$ cat config.mk
export PLATFORM = sky130hd
export DESIGN_NAME = conv_mac_serial
export DESIGN_NICKNAME = d
export VERILOG_FILES = /design/src/rtl/conv_pkg.sv /design/src/rtl/conv_out_quant.sv /design/src/rtl/conv_mac_serial.sv
export SDC_FILE = /design/constraint.sdc
export NUM_CORES = 1
export LEC_CHECK = 0
export ABC_CLOCK_PERIOD_IN_PS = 9400
export BUFFER_PORTS_ARGS = -buffer_cell sky130_fd_sc_hd__buf_2
export CAP_MARGIN = 15
export CORE_UTILIZATION = 40
export DETAILED_ROUTE_END_ITERATION = 8
export PLACE_DENSITY_LB_ADDON = 0.08
export REMOVE_ABC_BUFFERS = 1
export SYNTH_ARGS = -nofsm -noshare
export SYNTH_HDL_FRONTEND = slang
export SYNTH_SLANG_ARGS = --single-unit
$ cat constraint.sdc
create_clock -name clk -period 9.4 [get_ports clk]
set_clock_uncertainty 0.2 [all_clocks]
set_input_delay 1.88 -clock clk [delete_from_list [all_inputs] [get_ports clk]]
set_output_delay 1.88 -clock clk [all_outputs]
set_load 0.01 [all_outputs]
$ cat src/rtl/conv_pkg.sv
// Shared definitions for the conv layer MAC engines: tap count, FSM states,
// accumulator sizing and the packed weight ROM word layout.
package conv_pkg;

    localparam int TAPS_DEF = 25;
    localparam int BW_DEF   = 8;

    typedef enum logic [2:0] {
        W_REQ,
        W_CAP,
        IDLE,
        MAC,
        OUT
    } state_e;

    // Room for a full-scale BW x BW product summed over every tap plus the bias.
    function automatic int acc_w(input int bw, input int taps);
        return 2 * bw + $clog2(taps) + 1;
    endfunction

    // The bias entry sits directly after the last tap in the ROM word.
    function automatic int bias_idx(input int taps);
        return taps;
    endfunction

endpackage

$ cat src/rtl/conv_out_quant.sv
// Output quantiser: arithmetic right shift, signed saturation to OUT_BW and,
// when CONV_RELU_EN is defined, clamping of negative results to zero.
module conv_out_quant #(
    parameter int ACC_W  = 22,
    parameter int SHIFT  = 0,
    parameter int OUT_BW = 16
) (
    input  logic [ACC_W-1:0]  acc_i,
    output logic [OUT_BW-1:0] data_o
);

    // One extra bit over the wider operand keeps the clamp limits representable.
    localparam int EW = ((ACC_W > OUT_BW) ? ACC_W : OUT_BW) + 1;
    localparam logic signed [EW-1:0] MAX_V = (EW'(1) << (OUT_BW - 1)) - EW'(1);
    localparam logic signed [EW-1:0] MIN_V = -(EW'(1) << (OUT_BW - 1));

    logic signed [ACC_W-1:0] shifted;
    logic signed [EW-1:0]    ext;
    logic signed [EW-1:0]    sat_v;

    function automatic logic signed [EW-1:0] sat(input logic signed [EW-1:0] v);
        if (v > MAX_V) begin
            return MAX_V;
        end else if (v < MIN_V) begin
            return MIN_V;
        end
        return v;
    endfunction

    always_comb begin
        shifted = $signed(acc_i) >>> SHIFT;
        ext     = {{(EW - ACC_W){shifted[ACC_W-1]}}, shifted};
        sat_v   = sat(ext);
        data_o  = sat_v[OUT_BW-1:0];
`ifdef CONV_RELU_EN
        if (sat_v[OUT_BW-1]) begin
            data_o = '0;
        end
`endif
    end

endmodule

$ cat src/rtl/conv_mac_serial.sv
// Serial 5x5 conv MAC: fetches weights+bias from the conv1 ROM, then computes
// one tap per cycle per window. Optional ReLU via `define CONV_RELU_EN.
module conv_mac_serial
    import conv_pkg::*;
#(
    parameter int BW     = BW_DEF,
    parameter int TAPS   = TAPS_DEF,
    parameter int OUT_BW = 16,
    parameter int SHIFT  = 0
) (
    input  logic                     clk,
    input  logic                     rst,
    output logic                     o_read_en,
    input  logic [BW*(TAPS+1)-1:0]   i_weight_data,
    input  logic                     i_reload,
    input  logic                     i_valid,
    output logic                     o_ready,
    input  logic [BW*TAPS-1:0]       i_window,
    output logic                     o_valid,
    input  logic                     i_ready,
    output logic [OUT_BW-1:0]        o_data
);

    localparam int ACC_W = acc_w(BW, TAPS);
    localparam int TAP_W = (TAPS > 1) ? $clog2(TAPS) : 1;
    localparam int BIDX  = bias_idx(TAPS);

    state_e                  state_q, state_d;
    logic signed [BW-1:0]    wgt_q [TAPS];
    logic signed [BW-1:0]    bias_q;
    logic signed [BW-1:0]    pix_q [TAPS];
    logic signed [ACC_W-1:0] acc_q, acc_d;
    logic [TAP_W-1:0]        tap_q, tap_d;
    logic                    valid_q, valid_d;
    logic [OUT_BW-1:0]       data_q, data_d;
    logic                    wcap;
    logic                    accept;

    logic signed [2*BW-1:0]  prod;
    logic signed [ACC_W-1:0] acc_sum;
    logic signed [ACC_W-1:0] bias_ext;
    logic [OUT_BW-1:0]       quant;

    always_comb begin
        prod     = pix_q[tap_q] * wgt_q[tap_q];
        acc_sum  = acc_q + {{(ACC_W - 2*BW){prod[2*BW-1]}}, prod};
        bias_ext = {{(ACC_W - BW){bias_q[BW-1]}}, bias_q};
    end

    conv_out_quant #(
        .ACC_W  (ACC_W),
        .SHIFT  (SHIFT),
        .OUT_BW (OUT_BW)
    ) u_quant (
        .acc_i  (acc_sum),
        .data_o (quant)
    );

    always_comb begin
        state_d = state_q;
        acc_d   = acc_q;
        tap_d   = tap_q;
        valid_d = valid_q;
        data_d  = data_q;
        wcap    = 1'b0;
        accept  = 1'b0;
        case (state_q)
            W_REQ: state_d = W_CAP;
            W_CAP: begin
                wcap    = 1'b1;
                state_d = IDLE;
            end
            IDLE: begin
                // A reload request wins; the window stays offered for later.
                if (i_reload) begin
                    state_d = W_REQ;
                end else if (i_valid) begin
                    accept  = 1'b1;
                    acc_d   = bias_ext;
                    tap_d   = '0;
                    state_d = MAC;
                end
            end
            MAC: begin
                acc_d = acc_sum;
                tap_d = tap_q + TAP_W'(1);
                if (tap_q == TAP_W'(TAPS - 1)) begin
                    data_d  = quant;
                    valid_d = 1'b1;
                    tap_d   = '0;
                    state_d = OUT;
                end
            end
            OUT: begin
                if (i_ready) begin
                    valid_d = 1'b0;
                    state_d = IDLE;
                end
            end
            default: state_d = W_REQ;
        endcase
    end

    always_ff @(posedge clk or posedge rst) begin
        if (rst) begin
            state_q <= W_REQ;
            acc_q   <= '0;
            tap_q   <= '0;
            valid_q <= 1'b0;
            data_q  <= '0;
        end else begin
            state_q <= state_d;
            acc_q   <= acc_d;
            tap_q   <= tap_d;
            valid_q <= valid_d;
            data_q  <= data_d;
        end
    end

    always_ff @(posedge clk or posedge rst) begin
        if (rst) begin
            for (int i = 0; i < TAPS; i++) begin
                wgt_q[i] <= '0;
            end
            bias_q <= '0;
        end else if (wcap) begin
            for (int i = 0; i < TAPS; i++) begin
                wgt_q[i] <= i_weight_data[i*BW +: BW];
            end
            bias_q <= i_weight_data[BIDX*BW +: BW];
        end
    end

    always_ff @(posedge clk) begin
        if (accept) begin
            for (int i = 0; i < TAPS; i++) begin
                pix_q[i] <= i_window[i*BW +: BW];
            end
        end
    end

    // The state register resets to W_REQ, so the strobe is masked while reset is held.
    assign o_read_en = (state_q == W_REQ) && !rst;
    assign o_ready   = (state_q == IDLE);
    assign o_valid   = valid_q;
    assign o_data    = data_q;

endmodule

### Word-level counts from Yosys, hierarchy flattened

Memories as Yosys holds them, arrays and structs flattened.
Cells that the tools add are included.

* register bits after elaboration: 255
* memory bits (writable): 200
* input port bits: 413
* output and inout port bits: 19
* logic and storage cells: 87
* memories kept: 1

Memory list
* pix_q: depth 25, width 8, rd ports 1, clocked after Yosys merged registers in 0, wr ports 25, RTL line conv_mac_serial.sv:31 `logic signed [BW-1:0] pix_q [TAPS];`

* add/sub/neg operators: 2
* multipliers: 1
* order comparisons: 3
* equality and inequality tests: 10
* mux-type cells: 29
* bitwise gates (word level): 1
* reductions and logical operators: 9

Operator list (count)
* 16-bit 2-to-1 mux: 3
* 22-bit 2-to-1 mux: 2
* 22-bit case mux with 2 select lines: 1
* 8-bit binary-select mux with 5-bit select: 1
* 22-bit adder: 1
* 22-bit by 16-bit > comparator with 1-bit output (second input constant): 1
* 22-bit by 16-bit less-than comparator with 1-bit output (second input constant): 1
* 8-bit by 8-bit multiplier with 16-bit output: 1
* 8-bit 2-to-1 mux: 2
* 5-bit 2-to-1 mux: 3
* 3-bit case mux with 5 select lines: 1
* 3-bit 2-to-1 mux: 4
* 1-bit 2-to-1 mux: 10
* 5-bit case mux with 2 select lines: 1
* 3-bit AND reduction: 3
* 2-bit inequality test (second input constant): 4
* 3-bit by 2-bit equality test with 1-bit output (second input constant): 2
* 6-bit >= comparator (second input constant): 1
* 5-bit inverter with 6-bit output: 1
* 5-bit by 1-bit adder with 5-bit output (second input constant): 1
* 5-bit equality test (second input constant): 1
* 2-bit nonzero test: 2
* 3-bit by 1-bit equality test with 1-bit output (second input constant): 1
* 3-bit equality test (second input constant): 1
* 6 further kinds: 6

### Depth between registers and ports, before layout

* depth in word-level cells: 10
* gate-level depth with buffers: 37

### Modules after synthesis

A second synthesis with hierarchy kept.

* cells, all modules: 1610
* area, all modules: 23075.9 µm²

Modules (own cells, without submodules)
* conv_mac_serial: instances 1, cells each 1567, area an instance 22690.5 µm²
* conv_out_quant: instances 1, cells each 43, area an instance 385.4 µm²

### Worst setup path before layout

No wires, ideal clock.

* path type: input -> register
* start: in i_reload
* end: reg tap_q[4]
* setup time: 0.149 ns
* data arrival time: 8.935 ns
* required time: 9.051 ns
* slack: 0.116 ns
* stages: 8
* buffers on the path: 2
* path through: nand2b_1 -> or3_1 -> clkbuf_1 -> inv_1 -> clkbuf_1 -> nor2_1 -> o21ai_0 -> o21ai_0

* word-level cells in the longest chain between the ends: 2

Ends and longest elaborated chain
* from (decl): RTL line conv_mac_serial.sv:15 `input logic i_reload,`
* 2-bit inequality test (no line)
* 3-bit AND reduction (no line)
* to (signal assigned): RTL line conv_mac_serial.sv:114 `tap_q <= tap_d;`
* to (decl): RTL line conv_mac_serial.sv:33 `logic [TAP_W-1:0] tap_q, tap_d;`

No other way between the ends.
A chain may end at the register's enable or synchronous reset.

### Final worst setup path

* start: reg tap_q[0]
* end: reg data_q[6] (netlist: o_data[6])

* word-level cells in the longest chain between the ends: 10
* elaborated cells between the ends (all ways): 15
* those cells by class: add/sub: 1; mul: 1; order compare: 2; eq/ne: 1; mux: 7; bitwise: 1; reduce/logical: 1; memory: 1

Ends and longest elaborated chain
* 5-bit inverter with 6-bit output (not written as such): RTL line conv_mac_serial.sv:45 `prod = pix_q[tap_q] * wgt_q[tap_q];`
* 8-bit binary-select mux with 5-bit select: RTL line conv_mac_serial.sv:45
* 8-bit 2-to-1 mux (not written as such) (2 in series): RTL line conv_mac_serial.sv:45
* 8-bit by 8-bit multiplier with 16-bit output: RTL line conv_mac_serial.sv:45
* 22-bit adder: RTL line conv_mac_serial.sv:46 `acc_sum = acc_q + {{(ACC_W - 2*BW){prod[2*BW-1]}}, prod};`
* 22-bit by 16-bit less-than comparator with 1-bit output: RTL line conv_out_quant.sv:24 `end else if (v < MIN_V) begin`
* 1-bit 2-to-1 mux: RTL line conv_out_quant.sv:24
* 1-bit 2-to-1 mux: RTL line conv_out_quant.sv:22 `if (v > MAX_V) begin`
* 16-bit 2-to-1 mux: RTL line conv_out_quant.sv:27 `return v;`
* to (signal assigned): RTL line conv_mac_serial.sv:116 `data_q <= data_d;`
* to (decl): RTL line conv_mac_serial.sv:35 `logic [OUT_BW-1:0] data_q, data_d;`

Several ways; a longest one is shown, not always the timed one. The select of a mux whose other input is x is not followed.

==> results.txt <==
core area: 0.0554 mm^2
placer's final routability congestion estimate: 0.835
M1 GR Usage: 25.2%
Tmin final: 8.93 ns
vias in the first global route: 15,000
Site Rows: 86
startpoint types: flip-flop
PortBufs: 431
detailed-route wire length: 58.5 mm
Slew HR: 30.7%
fin nets: 2,531
Residual DRC: 0
Slew @ Worst Pin: 1.04 ns
GR Util All Layers: 20.5%
Clock transition at path regs: 0.07 ns
crit share post-route: 95.0%
Antenna Violating Nets Remaining: 0
first-pass GRT wire length: 88.0 mm
met3 Use GR: 5.61%
arrival time worst endpoint: 9.23 ns
drt pass-1 iters: 5
CP max FO: 15
r2r endpoint: o_data[6]
outcome: finished clean
reg2reg start: tap_q[0]
HP Class: flip-flop to flip-flop
FF-to-FF path depth: 35
Clock Sinks: 455
Setup TNS: 0 ns
Max-Cap Viols: 0
clk buf depth: 3
largest net degree at the start of global routing: 151
worst setup margin: 0.471 ns
register bit total from synthesis: 455
Synth async-reset ratio: 56.0%
# fillers: 4,891
Post-synth top flop: dfrtp_1
DP HPWL: 42.9 mm
Fin. Hold Viols: 0
via count: 14,300
Synth Cell Area: 0.0226 mm^2
Warnings, synthesis: 0
Root Buffer: clkbuf_16
total CTS buffers: 51
fin area: 0.0276 mm^2
total congestion overflow: 0
IO Count: 432
Unique masters post-synth: 64
final setup violation count: 0
cts hold-fix bufs: 0
dpl cell area: 0.0258 mm^2
Avg WL per Cell: 20.8 um
Fin Hold WS: 0.276 ns
vias per cell: 5.08
setup slack, reg-to-reg: 0.47 ns
synthesized instance count: 1,546
TritonCTS clock tree: done
required time of the critical path: 9.70 ns
Place WS: 0.0268 ns
layout cells sized above 1: 45.5%
Worst Hold Path Cells: 2
most used routing layer: met2
FMAX: 112 MHz
synth-to-layout area growth: 22.5%
initial antenna violation count: 38
post-synthesis sequential area ratio: 54.9%
later-pin clock latency in the skew report: 0.60 ns
1st-iter DRT viols: 773
met2 Usage GRT: 34.5%
Slew Limit Fails: 0
Crit. End Element: flip-flop
critical path class: flip-flop to flip-flop
full die area: 0.0574 mm^2
Hold EP: o_data[15]
Initial Utilization: 40.7%
slowest stage delay, CP: 0.54 ns
chip height: 240 um
Mapped Avg Cell Area: 14.6 um^2
Post-synth EDFFs: 200
DIE WIDTH: 240 um
Hold Startpoint: o_data[15]
CP max stage cell: dfrtp_4
htree depth: 2
-- sequential cells by signal, indices dropped and copies added (netlist names) --
name and count:
wgt_q 200, state_q 3, o_valid 1, tap_q 5, bias_q 8, acc_q 22, o_data 16, pix_q 200
-- placed cells by master, fill, tap and decap left out, drive strengths merged, types with 6 or more instances in the layout --
cell,count
clkinvlp,6
a31oi,13
diode,19
clkinv,15
o22ai,24
buf,487
nor2b,14
dfrtp,255
ha,52
a21oi,48
a211oi,10
a22oi,8
nand2,67
nand2b,7
nor3,8
mux4,107
xor2,6
clkbuf,66
inv,107
o21bai,8
mux2,209
mux2i,22
xnor2,29
or2,12
o21ai,58
nor2,94
a21o,6
fa,56
edfxtp,200
o211ai,6
-- metrics by stage --
stage | instances | utilization, %
floorplan | 1469 | -
global placement | 2699 | 46.6
detailed placement | 2699 | 46.6
CTS | 2789 | 49.6
global route | 2807 | 49.9
finish | 2814 | 49.9
-- synthesized netlist by cell type, types with 3 or more instances --
library cell	instances	area share, %
a31oi_1	12	0.33
buf_2	12	0.27
o21ai_1	3	0.066
a22oi_1	8	0.27
mux2_2	209	10
mux4_2	107	11
and2_1	4	0.11
or3_1	3	0.083
a311oi_1	5	0.19
nor2b_1	14	0.39
a21oi_1	46	1.0
dfrtp_1	255	28
buf_6	6	0.30
ha_1	52	2.9
clkbuf_1	50	0.83
o21ai_0	53	1.2
o21bai_1	7	0.23
xor2_1	6	0.23
o22ai_1	20	0.55
or2_2	12	0.33
o211ai_1	4	0.13
fa_1	56	5.0
a211oi_1	9	0.30
nor2_1	94	1.6
buf_1	6	0.10
nor3_1	8	0.18
xnor2_2	3	0.22
nand2b_1	7	0.19
nand2_1	67	1.1
o22ai_2	4	0.22
nand4_1	3	0.083
mux2i_1	20	0.89
edfxtp_1	200	27
o21a_1	4	0.13
xnor2_1	26	1.0
inv_1	106	1.8
a21o_1	5	0.17
nand3_1	5	0.11
-- area by class of cell --
type	count	area (um^2)	share of cell area, %
Antenna cell	19	47.5	0.172
Clock inverter	25	262	0.946
Inverter	107	417	1.51
Timing Repair Buffer	488	2700	9.76
Sequential cell	455	12400	44.8
Multi-Input combinational cell	907	9480	34.3
Tap cell	748	936	3.39
Clock buffer	65	1410	5.10
-- worst max-delay path by stage --
stage	endpoint	cells after the start	from
4_1_cts	o_data[6]	33	tap_q[0]
6_report	o_data[6]	35	tap_q[0]
3_3_place_gp	o_data[6]	31	tap_q[0]
5_1_grt	o_data[6]	37	tap_q[0]
3_5_place_dp	o_data[6]	31	tap_q[0]
2_1_floorplan	o_data[10]	30	tap_q[0]
-- per-layer routing --
metal / part of all wire [%] / vias to the layer above / wire [um]
li1: - / 6641 / -
met5: 0.38 / - / 221
met3: 5.8 / 117 / 3370
met1: 40 / 7202 / 23500
met4: 2.5 / 38 / 1460
met2: 51 / 299 / 29900
-- worst max-delay path, delay by kind of cell, from the launching register on --
family	cells	cell delay (ns)
compound gates	14	2.37
xor+xnor	2	0.38
fa+ha+maj	7	2.53
buf+inv	6	0.91
flops	1	0.54
mux	3	1.31
simple gates	3	0.58
-- cell families (layout without fill, tap and decap cells) --
logic type      after synthesis  after routing  synth area share (%)
flops                       455            455                  54.9
mux                         338            338                  22.1
simple gates                223            223                  4.37
compound gates              203            203                  5.97
buf+inv                     184            685                  3.36
fa+ha+maj                   108            108                  7.85
xor+xnor                     35             35                  1.46
other cells                   0             19                     0
-- what timing repair did --
item | CTS | global route
setup buffers | 0 | 5
setup endpoints to repair | 2 | 15
gates cloned | 0 | 1
resized for setup | 1 | 6
Power is left out: the tool's default activity adds up to more than one toggle a clock period on the data nets, which glitch-free logic cannot reach.
